==> src/rtl/irq_pending_ctrl_pkg.sv <==
// Shared definitions for the pending-interrupt grant controller:
// FSM encoding, default grant timeout and datapath widths.
package irq_pending_ctrl_pkg;

  localparam int unsigned NUM_LINES       = 8;
  localparam int unsigned IDX_W           = 3;
  localparam int unsigned TIMER_W         = 8;
  localparam int unsigned TIMEOUT_DEFAULT = 15;

  typedef enum logic [0:0] {
    ST_IDLE  = 1'b0,
    ST_GRANT = 1'b1
  } state_e;

endpackage : irq_pending_ctrl_pkg

==> src/rtl/irq_pending_ctrl_prio_sel8.sv <==
// Combinational fixed-priority selector: bit 7 wins, returns one-hot,
// binary index and an any-set flag.
module prio_sel8
  import irq_pending_ctrl_pkg::*;
(
  input  logic [NUM_LINES-1:0] in_vec,
  output logic [NUM_LINES-1:0] onehot,
  output logic [IDX_W-1:0]     idx,
  output logic                 any
);

  // Ascending scan so the highest set bit is the last one written
  always_comb begin
    onehot = 8'h00;
    idx    = 3'd0;
    any    = 1'b0;
    for (int i = 0; i < NUM_LINES; i++) begin
      if (in_vec[i]) begin
        onehot = 8'h00;
        onehot[i] = 1'b1;
        idx    = IDX_W'(i);
        any    = 1'b1;
      end else begin
        onehot = onehot;
      end
    end
  end

endmodule : prio_sel8

==> src/rtl/irq_pending_ctrl.sv <==
// Sticky pending-request collector that grants the highest-priority
// eligible line, waits for ack and abandons the grant after TIMEOUT cycles.
module irq_pending_ctrl
  import irq_pending_ctrl_pkg::*;
#(
  parameter int unsigned TIMEOUT = TIMEOUT_DEFAULT
) (
  input  logic                 clk,
  input  logic                 reset,
  input  logic [NUM_LINES-1:0] req,
  input  logic [NUM_LINES-1:0] mask,
  input  logic                 ack,
  input  logic                 clr_err,
  output logic [NUM_LINES-1:0] grant,
  output logic [IDX_W-1:0]     grant_idx,
  output logic                 grant_valid,
  output logic [NUM_LINES-1:0] pending,
  output logic                 timeout_err
);

  localparam logic [TIMER_W-1:0] TIMEOUT_M1 = TIMER_W'(TIMEOUT - 1);

  state_e               state_q, state_d;
  logic [NUM_LINES-1:0] pending_q, pending_d;
  logic [NUM_LINES-1:0] grant_q, grant_d;
  logic [IDX_W-1:0]     grant_idx_q, grant_idx_d;
  logic                 grant_valid_q, grant_valid_d;
  logic [TIMER_W-1:0]   timer_q, timer_d;
  logic                 timeout_err_q, timeout_err_d;

  logic [NUM_LINES-1:0] eligible_s;
  logic [NUM_LINES-1:0] sel_onehot_s;
  logic [IDX_W-1:0]     sel_idx_s;
  logic                 sel_any_s;
  logic [NUM_LINES-1:0] clr_s;
  logic                 timeout_s;

  assign eligible_s = pending_q & mask;

  prio_sel8 u_prio_sel8 (
    .in_vec (eligible_s),
    .onehot (sel_onehot_s),
    .idx    (sel_idx_s),
    .any    (sel_any_s)
  );

  // Next-state, grant and sticky flag computation
  always_comb begin
    state_d       = state_q;
    grant_d       = grant_q;
    grant_idx_d   = grant_idx_q;
    grant_valid_d = grant_valid_q;
    timer_d       = timer_q;
    clr_s         = 8'h00;
    timeout_s     = 1'b0;

    case (state_q)
      ST_IDLE: begin
        if (sel_any_s) begin
          state_d       = ST_GRANT;
          grant_d       = sel_onehot_s;
          grant_idx_d   = sel_idx_s;
          grant_valid_d = 1'b1;
          timer_d       = 8'd0;
        end else begin
          state_d       = ST_IDLE;
          grant_d       = 8'h00;
          grant_idx_d   = 3'd0;
          grant_valid_d = 1'b0;
          timer_d       = 8'd0;
        end
      end
      ST_GRANT: begin
        // Ack takes precedence over a timeout landing on the same edge
        if (ack) begin
          clr_s         = grant_q;
          state_d       = ST_IDLE;
          grant_d       = 8'h00;
          grant_idx_d   = 3'd0;
          grant_valid_d = 1'b0;
          timer_d       = 8'd0;
        end else if (timer_q == TIMEOUT_M1) begin
          clr_s         = grant_q;
          timeout_s     = 1'b1;
          state_d       = ST_IDLE;
          grant_d       = 8'h00;
          grant_idx_d   = 3'd0;
          grant_valid_d = 1'b0;
          timer_d       = 8'd0;
        end else begin
          timer_d = timer_q + 8'd1;
        end
      end
      default: begin
        state_d       = ST_IDLE;
        grant_d       = 8'h00;
        grant_idx_d   = 3'd0;
        grant_valid_d = 1'b0;
        timer_d       = 8'd0;
      end
    endcase

    // New requests win over a clear of the same bit
    pending_d = (pending_q & ~clr_s) | req;

    if (timeout_s) begin
      timeout_err_d = 1'b1;
    end else if (clr_err) begin
      timeout_err_d = 1'b0;
    end else begin
      timeout_err_d = timeout_err_q;
    end
  end

  // State and output registers with synchronous reset
  always_ff @(posedge clk) begin
    if (reset) begin
      state_q       <= ST_IDLE;
      pending_q     <= 8'h00;
      grant_q       <= 8'h00;
      grant_idx_q   <= 3'd0;
      grant_valid_q <= 1'b0;
      timer_q       <= 8'd0;
      timeout_err_q <= 1'b0;
    end else begin
      state_q       <= state_d;
      pending_q     <= pending_d;
      grant_q       <= grant_d;
      grant_idx_q   <= grant_idx_d;
      grant_valid_q <= grant_valid_d;
      timer_q       <= timer_d;
      timeout_err_q <= timeout_err_d;
    end
  end

  assign grant       = grant_q;
  assign grant_idx   = grant_idx_q;
  assign grant_valid = grant_valid_q;
  assign pending     = pending_q;
  assign timeout_err = timeout_err_q;

endmodule : irq_pending_ctrl

==> config.mk <==
export PLATFORM = sky130hd
export DESIGN_NAME = irq_pending_ctrl
export DESIGN_NICKNAME = d
export VERILOG_FILES = /design/src/rtl/irq_pending_ctrl_pkg.sv /design/src/rtl/irq_pending_ctrl_prio_sel8.sv /design/src/rtl/irq_pending_ctrl.sv
export SDC_FILE = /design/constraint.sdc
export NUM_CORES = 1
export LEC_CHECK = 0
export ABC_AREA = 1
export CAP_MARGIN = 30
export CORE_ASPECT_RATIO = 1.75
export CORE_UTILIZATION = 60
export CTS_CLUSTER_DIAMETER = 150
export DETAILED_ROUTE_END_ITERATION = 8
export DONT_BUFFER_PORTS = 1
export MAX_ROUTING_LAYER = met4
export PLACE_DENSITY = 0.82
export SLEW_MARGIN = 0
export SYNTH_ARGS = -nofsm -noshare
export SYNTH_HDL_FRONTEND = slang
export SYNTH_SLANG_ARGS = --single-unit
==> constraint.sdc <==
create_clock -name clk -period 1.95 [get_ports clk]
set_input_delay 0.195 -clock clk [delete_from_list [all_inputs] [get_ports clk]]
set_output_delay 0.195 -clock clk [all_outputs]
set_load 0.05 [all_outputs]
# After elaboration in Yosys (flattened, before gate mapping)

Cells that the tools add are included.
W data, S select, Z words.

Output and inout bits: 21
Logic and storage cells: 65
Bits of input ports: 20
Flip-flop bits (word level): 30

Reduce and logical (&&, ||, !) cells: 1
Add/subtract/negate cells: 1
Muxes and demuxes: 49
Bitwise operators: 5
Eq/ne operators: 2

Operators with widths:

| cell                  | count |
|---|---|
| $mux W8               | 9 |
| $pmux W8 S2           | 2 |
| $mux W3               | 8 |
| $mux W1               | 20 |
| $and A8 B8 Y8         | 2 |
| $add A8 B1 Y8 const B | 1 |
| $eq A8 B4 Y1 const B  | 1 |
| $not A8 Y8            | 1 |
| $or A8 B8 Y8          | 1 |
| $mux W7               | 1 |
| $mux W2               | 3 |
| $mux W6               | 1 |
| $pmux W3 S2           | 1 |
| $mux W5               | 1 |
| $mux W4               | 1 |
| $pmux W1 S2           | 2 |
| $ne A3 B2 Y1 const B  | 1 |
| $reduce_bool A2 Y1    | 1 |
| $not A1 Y1            | 1 |

# Logic depth before layout (Yosys ltp)

Gate-level depths: netlist of run 1.

Depth in word-level cells: 11
Depth in mapped cells: 8
Gate-level depth less buffers: 8

# Hierarchy

From an unflattened synthesis of run 1, not the netlist that was laid out.

Cells, all modules: 213
Area, all modules: 1,460.2 um^2

Modules (own cells, without submodules):

| module           | instances | area an instance (um^2) | seq. area each (um^2) | cells each |
|---|---|---|---|---|
| irq_pending_ctrl | 1         | 1,307.5                 | 600.6                 | 182 |
| prio_sel8        | 1         | 152.6                   | 0.0                   | 31 |

# Least setup slack after synthesis of run 1

Ideal clock, no wire load.

Path type: register to register
Start point: register pending_q[2] (netlist: pending[2])
End point: register grant_idx_q[0] (netlist: grant_idx[0])
Library setup time: 0.114 ns
Required time: 1.836 ns
Slack: 0.648 ns
Stages on the path, launching flop included: 8
Path buffers: 0
Clock period less this slack: 1.302 ns
Data arrival time: 1.188 ns
Cell sequence: dfxtp_1 nand2_1 nand3_1 nand3_1 nand2_1 nand2_1 nand3_1 nand2_1

Cells in the longest elaborated chain, start to end: 9
Elaborated cells between the ends (all ways): 15
Classes of those cells: mux: 14; bitwise: 1

Ends and longest elaborated chain:

| item                                                    | RTL line                         | RTL |
|---|---|---|
| start, declared                                         | irq_pending_ctrl.sv:24           | `logic [NUM_LINES-1:0] pending_q, pending_d;` |
| start signal, assigned                                  | irq_pending_ctrl.sv:127          | `pending_q <= pending_d;` |
| $and A8 B8 Y8 (*)                                       | irq_pending_ctrl.sv:38           | `assign eligible_s = pending_q & mask;` |
| $mux W2 / $mux W1 (equally long branches) (2 in series) | irq_pending_ctrl_prio_sel8.sv:18 | `if (in_vec[i]) begin` |
| $mux W3 / $mux W1 (equally long branches) (4 in series) | irq_pending_ctrl_prio_sel8.sv:18 |  |
| $mux W3 (*)                                             | irq_pending_ctrl.sv:59           | `if (sel_any_s) begin` |
| $pmux W3 S2 (*)                                         | irq_pending_ctrl.sv:57           | `case (state_q)` |
| end signal, assigned                                    | irq_pending_ctrl.sv:129          | `grant_idx_q <= grant_idx_d;` |
| end, declared                                           | irq_pending_ctrl.sv:26           | `logic [IDX_W-1:0] grant_idx_q, grant_idx_d;` |

Mark *: on every way between the ends. The rest lies on a longest branch, timed or not.
A chain may end at the register's enable or synchronous reset.

# Final worst setup path of run 1

Start point: register timer_q[0]
End point: register pending_q[1] (netlist: pending[1])

Cells in the longest elaborated chain, start to end: 7

Ends and longest elaborated chain:

| item                   | RTL line                | RTL |
|---|---|---|
| start, declared        | irq_pending_ctrl.sv:28  | `logic [TIMER_W-1:0] timer_q, timer_d;` |
| start signal, assigned | irq_pending_ctrl.sv:131 | `timer_q <= timer_d;` |
| $eq A8 B4 Y1           | irq_pending_ctrl.sv:82  | `end else if (timer_q == TIMEOUT_M1) begin` |
| $mux W8                | irq_pending_ctrl.sv:82  |  |
| $mux W8                | irq_pending_ctrl.sv:75  | `if (ack) begin` |
| $mux W8                | irq_pending_ctrl.sv:57  |  |
| $not A8 Y8             | irq_pending_ctrl.sv:104 | `pending_d = (pending_q & ~clr_s) \| req;` |
| $and A8 B8 Y8          | irq_pending_ctrl.sv:104 |  |
| $or A8 B8 Y8           | irq_pending_ctrl.sv:104 |  |

Every way passes these cells.

==> impl_metrics.tcl, run 1 <==
set metrics [dict create \
    status "complete, no violations" \
    r2r_start "timer_q[0]" \
    nNetsFinal 237 \
    grt-ovfl-total 0 \
    rows 22 \
    cts-htree-levels 2 \
    area_delta_synth_final_pct 17.3 \
    slowest_delay_ps 570 \
    period_share_pct 88.6 \
    cts_sinks 30 \
    worst_hold_path.endpoint "timeout_err" \
    path_clk_slew_ps 100 \
    setup_viol 0 \
    hold_path_class "primary input to register" \
    cts_buffers 5 \
    cp_data_arrival_time_ps 1960 \
    drt_iter0_markers 51 \
    cts-root-buf "clkbuf_4" \
    port_buffers 0 \
    period_needed_ps 1730 \
    regToRegEndpoint "pending[1]" \
    drv_slew 0 \
    first_pass_iters 4 \
    crit_chain "inv_1, ha_1, nand3_1, o21bai_4, nand2_1, nand2_1, a21oi_1, dlygate4sd3_1" \
    hold_depth 3 \
    fmax_ghz 0.579 \
    crit_top_cell "nand2_1" \
    p_int_uw 886 \
    power_density_nw_per_um2 800 \
    multi_input_area_sq_um 634 \
    r2r_slack_ps 220 \
    cts_tree "done" \
    seqPwrFrac_pct 54.8 \
    ff2ff_path_depth 8 \
    start_util_pct 65.2 \
    gp_congestion 0.907 \
    detail_route.wl_per_cell_microns 13.1 \
    end_kind "register" \
    clock_power_share_pct 30.0 \
    yosysWarnings 0 \
    pwr-share-comb_pct 15.2 \
    register_area_sq_um 601 \
    drc 0 \
    relSlewSlack_pct 62.8 \
    fp.dieW_microns 38.5 \
    worst_hold_startpoint "clr_err" \
    yosys.cell_types.count 26 \
    grt_antenna_before_repair 0 \
    drv_cap 0 \
    rsz0062_at_grt "no" \
    drt_wl_total_mm 3.14 \
    final-instance-count-excl-fill 240 \
    vdd_drop_max_mv 0.567 \
    coreArea_sq_um 2150 \
    finalClockSkew_ps 5.83 \
    final_hold_viol_count 0 \
    swShare_pct 32.5 \
    cts.path.max_buffers 2 \
    drt-vias-per-instance 5.19 \
    critPathMaxFanout 4 \
    ant_nets 0 \
    hold_slack_ps 18.4 \
    syn_avg_cell_area_sq_um 7.36 \
    tns_ps 0 \
    p_switching_uw 427 \
    worstPathRequired_ps 2190 \
    syn-instance-count 190 \
    die_area_sq_um 2540 \
    grt_pass1_wl_mm 5.03 \
    yosysSeqAreaShare_pct 42.9 \
    die_h_microns 65.9 \
    worstSkewPairLatency_ps 340 \
    startpoint_type "register" \
    place_inst 221 \
    n_antenna_cell 0 \
    grt_pass1_vias 1238 \
    power_leakage_uw 0.000777 \
    synth_area_sq_um 1400 \
    worst_path_max_delay_cell "dlygate4sd3_1" \
    criticalPathCategory "register to register" \
    dr_total_vias 1245 \
    grt_use_total_pct 29.3 \
    dpl.hpwl_mm 2.20 \
    ios 41 \
    synth_seq_cells 30 \
    drive_above_1_share_pct 16.7 \
    nFillCells 160 \
    worst_pin_slew_ps 558 \
    syn-num-nets 212 \
    grt_max_degree 18 \
]
## cells by family (layout without fill, tap and decap cells)
logic type      after synthesis  in the layout  synth area share [%]
compound gates               24             24                  11.7
xor+xnor                      3              3                  1.88
fa+ha+maj                     2              2                  1.79
buf+inv                      39             65                  11.7
flops                        30             30                  42.9
simple gates                 92             92                  30.0
## final cells by class
type	count	area share (%)
Timing Repair Buffer	21	11.0
Inverter	36	8.24
Sequential cell	30	36.6
Tap cell	24	1.83
Clock inverter	1	0.305
Multi-Input combinational cell	121	38.7
Clock buffer	7	3.36
## power groups by stage
stage | clock [uW] | sequential (uW) | combinational, uW
6_report | 394 | 720 | 199
5_1_grt | 428 | 724 | 218
4_1_cts | 403 | 720 | 194
3_5_place_dp | 0 | 735 | 175
3_3_place_gp | 0 | 734 | 171
2_1_floorplan | 0 | 769 | 102
## cells in the mapped netlist
master    instances  area share, %
nand2_1          50             13
inv_1            35            9.4
dfxtp_1          30             43
nand3_1          15            5.4
a21oi_1          11            3.9
nor2_1           11            3.0
nor2_2            7            3.1
o21ai_0           6            2.1
nand4_1           3            1.3
o22ai_2           3            2.7
ha_1              2            1.8
nand2_2           2           0.89
xor2_1            2            1.3
a21oi_2           1           0.63
buf_12            1            1.4
buf_2             1           0.36
clkbuf_1          1           0.27
inv_2             1           0.27
nand3_4           1            1.3
nor3_1            1           0.36
nor3_2            1           0.72
nor3b_1           1           0.54
o21a_1            1           0.54
o21bai_4          1            1.3
o22ai_1           1           0.45
xnor2_1           1           0.63
## worst max-delay path by stage
stage | slack, ps | from | end | cells past startpoint
finish | 220 | timer_q[0] | pending[1] | 8
global route | 110 | timer_q[0] | pending[1] | 8
CTS | 90 | timer_q[0] | pending[1] | 8
detailed placement | 540 | pending[5] | grant_valid | 6
global placement | 590 | timer_q[0] | timer_q[3] | 7
floorplan | 650 | pending[2] | grant_idx[0] | 7
## cell usage in the layout (no fill, tap or decap), types with 2 or more instances in the layout
cell,n
xor2_1,2
nand4_1,3
ha_1,2
clkbuf_4,5
o21ai_0,6
inv_1,35
buf_4,12
dlygate4sd3_1,9
a21oi_1,11
nand2_2,2
o22ai_2,3
nor2_2,7
nand2_1,50
nor2_1,11
dfxtp_1,30
nand3_1,15
## flip-flops by register name, summed over array words and instances, names as in the netlist
| name | flops |
|---|---|
| pending | 8 |
| grant | 8 |
| timer_q | 8 |
| state_q | 1 |
| timeout_err | 1 |
| grant_idx | 3 |
| grant_valid | 1 |
## through the flow
step | total power (uW) | utilization [%] | cell area (sq um) | setup slack (ps)
after floorplan | 871 | - | 1400 | 648
after global placement | 905 | 68.7 | 1480 | 591
after detailed placement | 909 | 68.7 | 1480 | 541
after CTS | 1320 | 75.7 | 1630 | 94.6
after global routing | 1370 | 76.4 | 1640 | 108
final | 1310 | 76.4 | 1640 | 222
## worst max-delay path, delay by kind of cell (launching register included)
family                     cells  cell delay, ps
AOI/OAI and AO/OA              2             230
adders and majority gates      1             160
buffers and inverters          2             630
DFF                            1             340
and+or+nand+nor                3             260
## per-layer routing
| metal | vias to the layer above | global-route usage [%] | part of all wire, % |
|---|---|---|---|
| met3 | 6 | 10.1 | 4.8 |
| met4 | 0 | 11.6 | 1.7 |
| met2 | 24 | 53.3 | 58 |
| met1 | 575 | 25.6 | 36 |
| met5 | - | - | 0 |
| li1 | 640 | - | - |
## repair_timing
action | 4_1_cts | 5_1_grt
hold buffers | 9 | 0
endpoints found under the hold margin | 11 | 0
gates resized for setup | 0 | 0
endpoints found under the setup margin | 0 | 1
setup buffers | 0 | 2
No activity file was read; power rests on OpenSTA's default activity.
==> run 2: changes to the inputs <==
--- a/config.mk
+++ b/config.mk
@@ -8,6 +8,7 @@
 export ABC_AREA = 1
 export CAP_MARGIN = 30
 export CORE_ASPECT_RATIO = 1.75
+export CORE_MARGIN = 2
 export CORE_UTILIZATION = 60
 export CTS_CLUSTER_DIAMETER = 150
 export DETAILED_ROUTE_END_ITERATION = 8
==> run 2 against run 1 <==
Compared with the run above:
- combinational power decreased by 11%
- clock-buffer cell count decreased by 2
- sequential share of layout area increased by 1.6 points
- critical endpoint is now timer_q[3]
- global-route usage decreased by 1.4 points
- largest power group unchanged
- wire length increased by 0.19%
- sequential cell count unchanged
==> impl_metrics.tcl, run 2 (same netlist as run 1, synthesis figures left out) <==
set metrics [dict create \
    drv_cap 0 \
    drt_wl_total_mm 3.15 \
    vdd_drop_max_mv 0.719 \
    worst_pin_slew_ps 541 \
    die_area_sq_um 2750 \
    ant_nets 0 \
    place_inst 223 \
    period_share_pct 79.8 \
    ios 41 \
    tns_ps 0 \
    grt_antenna_before_repair 0 \
    port_buffers 0 \
    status "complete, no violations" \
    cts-resized-gates 0 \
    worstPathRequired_ps 2160 \
    path_clk_slew_ps 60 \
    power_leakage_uw 0.000746 \
    cp_data_arrival_time_ps 1760 \
    fp.dieW_microns 40.5 \
    coreArea_sq_um 2240 \
    nFillCells 198 \
    drt-vias-per-instance 5.40 \
    relSlewSlack_pct 63.9 \
    rows 23 \
    criticalPathCategory "register to register" \
    finalClockSkew_ps 4.84 \
    period_needed_ps 1560 \
    worstSkewPairLatency_ps 290 \
    gp_congestion 0.881 \
    grt_use_total_pct 28.0 \
    drt_iter0_markers 35 \
    grt-ovfl-total 0 \
    rsz0062_at_grt "no" \
    drive_above_1_share_pct 17.0 \
    detail_route.wl_per_cell_microns 13.6 \
    die_h_microns 67.9 \
    first_pass_iters 4 \
    area_delta_synth_final_pct 12.4 \
    cts.path.max_buffers 2 \
    cts_sinks 30 \
    n_antenna_cell 0 \
    final_hold_viol_count 0 \
    drv_slew 0 \
    grt_pass1_vias 1222 \
    cts-root-buf "clkbuf_8" \
    startpoint_type "register" \
    grt_pass1_wl_mm 4.99 \
    nNetsFinal 228 \
    layout_common_cells "nand2_1 (50), inv_1 (35), dfxtp_1 (30)" \
    drc 0 \
    cts_buffers 5 \
    final-instance-count-excl-fill 231 \
    utilization_pct 70.1 \
    multi_input_area_sq_um 634 \
    register_area_sq_um 601 \
    start_util_pct 62.3 \
    grt_max_degree 18 \
    report.power.total_uw 1370 \
    setup_viol 0 \
    critPathMaxFanout 17 \
    hold_path_class "primary input to register" \
    cts-htree-levels 2 \
    dpl.hpwl_mm 2.30 \
    cts_tree "done" \
    fmax_ghz 0.643 \
    power_density_nw_per_um2 874 \
    dr_total_vias 1247 \
    end_kind "register" \
    final_common_cell "nand2_1" \
    hold_slack_ps 35.5 \
]
[run 2: changes by cell type in the layout (fill, tap and decap cells not counted), sizes merged]
cell         delta
dlygate4sd3     -8
clkbuf          -2
buf             -1
clkinv          +1
[run 2: layout make-up]
| class | count | area share (%) |
|---|---|---|
| Multi-Input combinational cell | 121 | 40.3 |
| Tap cell | 25 | 1.99 |
| Clock buffer | 5 | 4.38 |
| Inverter | 36 | 8.59 |
| Sequential cell | 30 | 38.2 |
| Clock inverter | 2 | 0.636 |
| Timing Repair Buffer | 12 | 5.89 |
[run 2: worst paths after layout]
path | start | end | slack, ps | cells past startpoint
setup reg to reg | state_q | timer_q[3] | 390 | 4
hold reg to reg | timer_q[0] | timer_q[0] | 470 | 1
hold / removal | req[3] | pending[3] | 40 | 2
setup / recovery | state_q | timer_q[3] | 390 | 4
[run 2: metrics by stage]
stage | worst slack, ps | instance area (sq um)
2_1_floorplan | 648 | 1400
3_3_place_gp | 501 | 1480
3_5_place_dp | 417 | 1480
4_1_cts | 402 | 1570
5_1_grt | 273 | 1570
6_report | 395 | 1570
[run 2: per-layer routing]
layer	up-vias	track usage [%]	wire, microns
li1	617	-	-
met5	-	-	0
met2	45	46.4	1760
met3	9	12.3	221
met1	576	25.3	1080
met4	0	14.6	89
[run 2: critical path, cell delays in order, from the launching register on]
cell	delay [ps]
dfxtp_1	560
inv_1	170
nor2_2	250
nand3_4	260
nor3b_1	240
[run 2: what timing repair did]
action / in CTS / in global routing
hold buffers: 1 / 0
setup buffers: 0 / 0
hold endpoints to repair: 11 / 0
[run 2: report_power, final]
part | internal (uW) | leakage, uW | switching (uW) | total [uW]
Sequential | 645 | 0.000246 | 78.3 | 723
Clock | 239 | 0.0000438 | 235 | 474
Combinational | 52.8 | 0.000457 | 125 | 178
Total | 936 | 0.000746 | 438 | 1370
==> run 3: changes to the inputs <==
==> constraint.sdc (replaced) <==
create_clock -name clk -period 1.5 [get_ports clk]
set_input_delay 0.15 -clock clk [delete_from_list [all_inputs] [get_ports clk]]
set_output_delay 0.15 -clock clk [all_outputs]
set_load 0.05 [all_outputs]
==> run 3 against run 2 <==
Compared with the run above:
- the run now ends with negative hold slack left
- critical path type unchanged
- cell area rose by 12%
- register-to-register slack worse by 280 ps
- die area did not move
==> impl_metrics.tcl, run 3 (same netlist as run 1, synthesis figures left out) <==
set metrics [dict create \
    cts_sinks 30 \
    criticalPathCategory "register to register" \
    place_inst 233 \
    drv_slew 0 \
    start_util_pct 62.3 \
    nFillCells 158 \
    report.power.total_uw 2050 \
    relSlewSlack_pct 64.0 \
    hold_path_class "primary input to register" \
    die_area_sq_um 2750 \
    critPathMaxFanout 9 \
    dr_total_vias 1327 \
    worstPathRequired_ps 1710 \
    grt_pass1_wl_mm 5.07 \
    period_share_pct 92.2 \
    ios 41 \
    grt_max_degree 18 \
    gp_congestion 0.951 \
    violations "negative hold slack" \
    worstSkewPairLatency_ps 290 \
    ff2ff_path_depth 7 \
    cts.path.max_buffers 2 \
    drc 0 \
    nNetsFinal 246 \
    drt-vias-per-instance 5.31 \
    worst_pin_slew_ps 540 \
    layout_common_cells "nand2_1 (50), inv_1 (35), dfxtp_1 (30)" \
    vdd_drop_max_mv 0.917 \
    cts_buffers 5 \
    rows 23 \
    cts-htree-levels 2 \
    status "complete, but fails checks" \
    path_clk_slew_ps 70 \
    drt_iter0_markers 44 \
    worst_hold_path.endpoint "pending[5]" \
    cp_data_arrival_time_ps 1590 \
    r2r_slack_ps 120 \
    grt_use_total_pct 29.1 \
    power_density_nw_per_um2 1160 \
    period_needed_ps 1380 \
    detail_route.wl_per_cell_microns 14.2 \
    cts_tree "done" \
    final_hold_viol_count 1 \
    r2r_start "timer_q[0]" \
    drive_above_1_share_pct 20.9 \
    rsz0062_at_grt "no" \
    ant_nets 0 \
    worst_hold_startpoint "req[5]" \
    grt_antenna_before_repair 0 \
    final_common_cell "nand2_1" \
    regToRegEndpoint "timer_q[3]" \
    die_h_microns 67.9 \
    grt-ovfl-total 0 \
    setup_viol 0 \
    cts-root-buf "clkbuf_8" \
    n_antenna_cell 0 \
    area_delta_synth_final_pct 26.1 \
    finalClockSkew_ps 8.42 \
    grt_pass1_vias 1259 \
    power_leakage_uw 0.000838 \
    startpoint_type "register" \
    drv_cap 0 \
    final-instance-count-excl-fill 250 \
    hold_depth 2 \
    end_kind "register" \
    hold_slack_ps -0.126 \
    drt_wl_total_mm 3.55 \
    final_cell_area_sq_um 1760 \
    postPlaceCellArea_sq_um 1560 \
    fp.dieW_microns 40.5 \
    first_pass_iters 6 \
    coreArea_sq_um 2240 \
    dpl.hpwl_mm 2.39 \
    fmax_ghz 0.723 \
    tns_ps 0 \
    port_buffers 0 \
]
-- run 3: changes by cell type in the layout (fill, tap and decap cells not counted), sizes merged --
cell,before,now
bufinv,0,1
buf,11,22
clkinv,2,0
clkbuf,5,6
nand3,16,17
clkinvlp,0,1
dlygate4sd3,1,7
-- run 3: how the worst max path moves through the flow --
stage / from / to / slack (ps) / cells after the start
2_1_floorplan: pending[2] / grant_idx[0] / 200 / 7
3_3_place_gp: timer_q[0] / timer_q[3] / 180 / 7
3_5_place_dp: timer_q[0] / timer_q[3] / 70 / 7
4_1_cts: timer_q[0] / timer_q[3] / 40 / 7
5_1_grt: timer_q[0] / timer_q[3] / 30 / 7
6_report: timer_q[0] / timer_q[3] / 120 / 7
-- run 3: metal layers --
metal	GRT usage [%]	vias up	share of wire, %
met4	21.7	0	3.0
met1	25.5	607	35
li1	-	659	-
met3	9.09	12	5.1
met5	-	-	0
met2	48.4	49	56
-- run 3: per-stage QoR --
step | setup WS, ps | util, %
4_1_cts | 43.9 | 77.5
3_3_place_gp | 177 | 69.5
5_1_grt | 26.7 | 78.6
3_5_place_dp | 68.5 | 69.5
6_report | 117 | 78.6
2_1_floorplan | 198 | -
-- run 3: power breakdown --
part | leakage [uW] | switching [uW] | internal [uW]
Clock | 0.0000514 | 325 | 495
Combinational | 0.000540 | 250 | 107
Sequential | 0.000246 | 32.7 | 838
-- run 3: timing repair --
item                                   in CTS  in global routing
gates resized for setup                     0                  1
endpoints found under the hold margin      11                  0
hold buffers                                7                  0
buffers inserted                            0                  1
setup endpoints to repair                   0                  6
-- run 3: cell type report --
type,instances,area [sq um],area share [%]
multi-input combinational,122,652,37.0
sequential,30,601,34.0
timing repair buffer,29,235,13.3
clock inverter,2,37.5,2.13
clock buffer,6,72.6,4.11
inverter,36,135,7.66
tap,25,31.3,1.77
-- run 3: critical path, cell delays in order (launching register included) --
cell and delay [ps]:
dfxtp_1 380, inv_1 60, ha_1 210, nand2_1 90, nor2_2 50, nand2_2 160
nand3_4 150, nor3b_1 200
